### config.mk
export PLATFORM = sky130hd
export DESIGN_NAME = regfile_sb_bypass
export DESIGN_NICKNAME = d
export VERILOG_FILES = /design/src/rtl/regfile_sb_bypass.sv
export SDC_FILE = /design/constraint.sdc
export NUM_CORES = 2
export LEC_CHECK = 0
export ABC_AREA = 1
export CAP_MARGIN = 10
export CORE_MARGIN = 2
export CORE_UTILIZATION = 40
export CTS_CLUSTER_DIAMETER = 80
export DETAILED_ROUTE_END_ITERATION = 10
export HOLD_SLACK_MARGIN = 0.02
export PLACE_DENSITY = 0.59
export SLEW_MARGIN = 10
export SYNTH_ARGS = -nofsm -noshare
export SYNTH_HDL_FRONTEND = slang
export SYNTH_SLANG_ARGS = --single-unit
### constraint.sdc
create_clock -name clk -period 3.3 [get_ports clk]
set_input_delay 0.66 -clock clk [delete_from_list [all_inputs] [get_ports clk]]
set_output_delay 0.66 -clock clk [all_outputs]
set_load 0.02 [all_outputs]
### src/rtl/regfile_sb_bypass.sv
// Dual-read, dual-write integer register file with same-cycle bypass and a
// per-register pending scoreboard for decode-stage RAW hazard detection.
module regfile_sb_bypass #(
   parameter int unsigned DATA_W  = 32,
   parameter int unsigned ADDR_W  = 5,
   parameter bit          BYPASS  = 1'b1,
   parameter bit          ZERO_R0 = 1'b1
) (
   input  logic              clk,
   input  logic              rstn,
   input  logic              i_wen_a,
   input  logic [ADDR_W-1:0] i_waddr_a,
   input  logic [DATA_W-1:0] i_wdata_a,
   input  logic              i_wen_b,
   input  logic [ADDR_W-1:0] i_waddr_b,
   input  logic [DATA_W-1:0] i_wdata_b,
   input  logic              i_iss_en,
   input  logic [ADDR_W-1:0] i_iss_addr,
   input  logic [ADDR_W-1:0] i_raddr1,
   input  logic [ADDR_W-1:0] i_raddr2,
   output logic [DATA_W-1:0] o_rdata1,
   output logic [DATA_W-1:0] o_rdata2,
   output logic              o_rbusy1,
   output logic              o_rbusy2
);

   localparam int unsigned NREG = 2 ** ADDR_W;

   logic [DATA_W-1:0] mem [NREG];
   logic [NREG-1:0]   pend;

   logic wa_ok;
   logic wb_ok;
   logic iss_ok;

   // Qualified write/issue strobes; register 0 swallows them when hardwired.
   always_comb begin
      wa_ok  = i_wen_a  && !(ZERO_R0 && (i_waddr_a  == '0));
      wb_ok  = i_wen_b  && !(ZERO_R0 && (i_waddr_b  == '0));
      iss_ok = i_iss_en && !(ZERO_R0 && (i_iss_addr == '0));
   end

   // Data storage: port B wins on an address collision.
   always_ff @(posedge clk or negedge rstn) begin
      if (!rstn) begin
         for (int unsigned i = 0; i < NREG; i++) begin
            mem[i] <= '0;
         end
      end else begin
         for (int unsigned i = 0; i < NREG; i++) begin
            if (wb_ok && (i_waddr_b == ADDR_W'(i))) begin
               mem[i] <= i_wdata_b;
            end else if (wa_ok && (i_waddr_a == ADDR_W'(i))) begin
               mem[i] <= i_wdata_a;
            end
         end
      end
   end

   // Scoreboard: a new issue outranks a retiring write to the same register.
   always_ff @(posedge clk or negedge rstn) begin
      if (!rstn) begin
         pend <= '0;
      end else begin
         for (int unsigned i = 0; i < NREG; i++) begin
            if (iss_ok && (i_iss_addr == ADDR_W'(i))) begin
               pend[i] <= 1'b1;
            end else if ((wa_ok && (i_waddr_a == ADDR_W'(i))) ||
                         (wb_ok && (i_waddr_b == ADDR_W'(i)))) begin
               pend[i] <= 1'b0;
            end
         end
      end
   end

   function automatic logic [DATA_W-1:0] rd_val(input logic [ADDR_W-1:0] a);
      logic [DATA_W-1:0] v;
      v = mem[a];
      if (BYPASS && wa_ok && (i_waddr_a == a)) v = i_wdata_a;
      if (BYPASS && wb_ok && (i_waddr_b == a)) v = i_wdata_b;
      if (ZERO_R0 && (a == '0)) v = '0;
      return v;
   endfunction

   function automatic logic rd_busy(input logic [ADDR_W-1:0] a);
      logic hit;
      hit = (wa_ok && (i_waddr_a == a)) || (wb_ok && (i_waddr_b == a));
      return pend[a] && !(BYPASS && hit);
   endfunction

   // Zero-latency read ports.
   always_comb begin
      o_rdata1 = rd_val(i_raddr1);
      o_rdata2 = rd_val(i_raddr2);
      o_rbusy1 = rd_busy(i_raddr1);
      o_rbusy2 = rd_busy(i_raddr2);
   end

endmodule

==> qor.txt <==
Die width: 427 µm
Largest net degree at the start of global routing: 76
Worst path arrival time: 2650 ps
Pre-Repair DR Iteration Count: 7
Compound-Gate Fraction of Synth Area: 17.5%
DRT antenna net count: 0
Post-Synth Adder-Cell Area: 0%
Post-DP HPWL: 240000 µm
Post-route setup slack: -7.11 ps
DIE AREA: 0.183 mm²
Flop pwr share: 36.7%
Fin util: 49.3%
Synthesized area per cell: 6.74 µm²
Cell count after synthesis: 10600
Post-synthesis mux area share: 0%
Via Count: 83100
Mapped Area: 0.0716 mm²
CTS Sinks: 1056
Hold WC Path Type: reg -> reg
Register area share after synthesis: 36.9%
DRC violations left: 0
Clock Power Share: 31.7%
Post-Synth Simple-Gate Area: 32.1%
Switch share: 36.0%
Io pins: 160
Mapped Nets: 10700
Worst relative slew slack: 36.9%
Root buffer cell: clkbuf_16
Die Span Y: 427 µm
Critical path type: in -> out
Ys Warns: 0
Final instance area: 0.0879 mm²
CP Max Fanout: 6
Commonest non-fill, non-tap cells in the layout: 2723 x nand2_1, 2413 x nand3_1, 1201 x inv_1
Total CTS buffers: 132
Hold WS: 373 ps
Vias in the first global route: 77700
Clock Skew: 0 ps
P per Cell Area: 544 mW/mm²
Global-route wire length before repair: 525000 µm
Final Power: 0.0478 W
Crit share post-route: 100%
Clk pin slew, worst setup/hold paths: 60 ps
Worst-margin pin slew: 940 ps
Largest family of logic cells by synthesized area: simple AND/OR/NAND/NOR gates
H-Tree Depth: 4
Net Switching: 0.0172 W
Failing checks: setup timing
Total wire length: 360000 µm
Hold Violations, Final: 0
Initial antenna violation count: 7
F_max: 302 MHz
Commonest non-fill, non-tap cell in the layout: nand2_1
CTS tree: done
# setup viols final: 4
Grt ovf: 0
Crit start category: input port
Period minus WS final: 3310 ps
Placed cell area: 0.0824 mm²
Req. time, crit path: 2640 ps
Port Buf Inserts: 159
Worst-case clock buffer depth: 3
Initial DRC count: 12200
Maxcap violations: 0
Comb power frac: 31.6%
Layout cells sized above 1: 13.3%
Final Max Tran Viols: 0
Yosys reg bits: 1056
LEAKAGE: 42.2 nW
IR drop worst, VDD: 0.526 mV
Vias/cell: 6.28
Initial Util: 40.2%
Clk_lat worst skew: 790 ps
Power Internal: 0.0306 W
Fin Setup TNS: -18.8 ps
GRT Total Usage: 38.5%
Total Nets Final: 10900
GP Congestion: 1.01
Area Overhead vs Synth: 22.7%
Wire length per cell: 27.2 µm
RSZ-0062 raised after global routing: yes
Post-Synth XOR/XNOR Area: 0.183%
Critical Path Sink Type: primary output
Site row count: 155
Outcome: finished with violations
Placeable Area: 0.178 mm²
Synth unique cells: 37
metal layers:
metal / global-route usage [%] / part of all wire (%)
met5: 0 / 0.012
met4: 29.9 / 9.1
met3: 8.90 / 12
met2: 57.0 / 42
met1: 48.5 / 37
kinds of logic (layout without fill, tap and decap cells):
kind of cell / after synthesis / after routing
other: 0 / 2
AND/OR/NAND/NOR: 5275 / 5275
buffers and inverters: 2370 / 2612
AO/OA/AOI/OAI: 1906 / 1906
flip-flops: 1056 / 1056
XOR/XNOR: 15 / 15
area by class of cell:
cell class / count / area (µm²)
antenna: 2 / 5.00
clock buffer: 199 / 3990
clock inverter: 39 / 424
fill: 17400 / 90300
inverter: 1240 / 4740
multi-input combinational: 7196 / 36600
sequential: 1056 / 26400
tap: 2355 / 2950
timing repair buffer: 1134 / 12700
worst max-delay path, cell delays in order:
cell	delay, ps
dlygate4sd2_1	290
buf_4	160
xor2_1	180
nor2_4	180
nand3_4	90
buf_12	190
buf_12	150
o21ai_2	390
a21oi_2	50
buf_4	170
buf_6	120
power by group through the flow:
| stage | clock network (W) | logic, W | registers (W) |
|---|---|---|---|
| after detailed placement | 0 | 0.0145 | 0.0178 |
| after CTS | 0.0152 | 0.0146 | 0.0175 |
| after global placement | 0 | 0.0142 | 0.0177 |
| after global routing | 0.0158 | 0.0167 | 0.0179 |
| final | 0.0152 | 0.0151 | 0.0176 |
| after floorplan | 0 | 0.00937 | 0.0175 |
repair_timing:
| item | in CTS | in global routing |
|---|---|---|
| hold buffers | 1 | 0 |
| pin swaps | 28 | 34 |
| hold endpoints to repair | 33 | 0 |
| endpoints found under the setup margin | 66 | 66 |
| resized for setup | 334 | 151 |
| gates cloned | 4 | 5 |
| setup buffers | 21 | 6 |
synthesized netlist by cell type:
cell type	count	share of area (%)
nand2_1	2748	14
nand3_1	2458	17
inv_1	1207	6.3
dfrtp_1	1056	37
o21ai_0	774	5.4
o211ai_1	591	6.2
clkbuf_1	567	3.0
o221ai_1	400	4.9
buf_2	359	2.5
buf_1	165	0.86
a21oi_1	100	0.70
nor2_1	34	0.18
o21ai_1	33	0.23
buf_4	31	0.32
clkinv_1	24	0.13
nand4_1	12	0.10
xnor2_1	10	0.12
inv_2	7	0.037
buf_6	6	0.094
xor2_1	5	0.061
nand2_2	4	0.035
nor2_2	4	0.035
nor2_4	4	0.063
o31ai_1	4	0.042
or2_2	3	0.026
clkbuf_2	2	0.014
inv_4	2	0.017
nand2_4	2	0.031
nand4_2	2	0.035
a21oi_2	1	0.012
a32o_1	1	0.014
and3_1	1	0.0087
nand3_2	1	0.014
nor2_8	1	0.028
nor3_1	1	0.0070
o21ai_2	1	0.012
o31ai_2	1	0.017
per-stage QoR:
step / std cells / worst slack (ps)
global placement: 12900 / -879
CTS: 13200 / 1.77
finish: 13200 / -7.11
global route: 13200 / -14.4
floorplan: 10600 / 471
detailed placement: 12900 / -868
sequential cells by signal, indices dropped and copies added, names as in the netlist:
register,count
mem,1024
pend,32
path summary, 6_finish.rpt:
path	start	to	slack, ps	cells after the start
hold reg to reg	mem[1016]	mem[1016]	370	0
setup / recovery	i_waddr_b[2]	o_rdata2[0]	-7	11
setup reg to reg	mem[632]	mem[632]	2380	4
max in group asynchronous	rstn	mem[907]	1720	3
hold / removal	mem[1016]	mem[1016]	370	0
min in group asynchronous	rstn	mem[807]	410	2
Note: power is estimated with default switching activity, not from simulation.
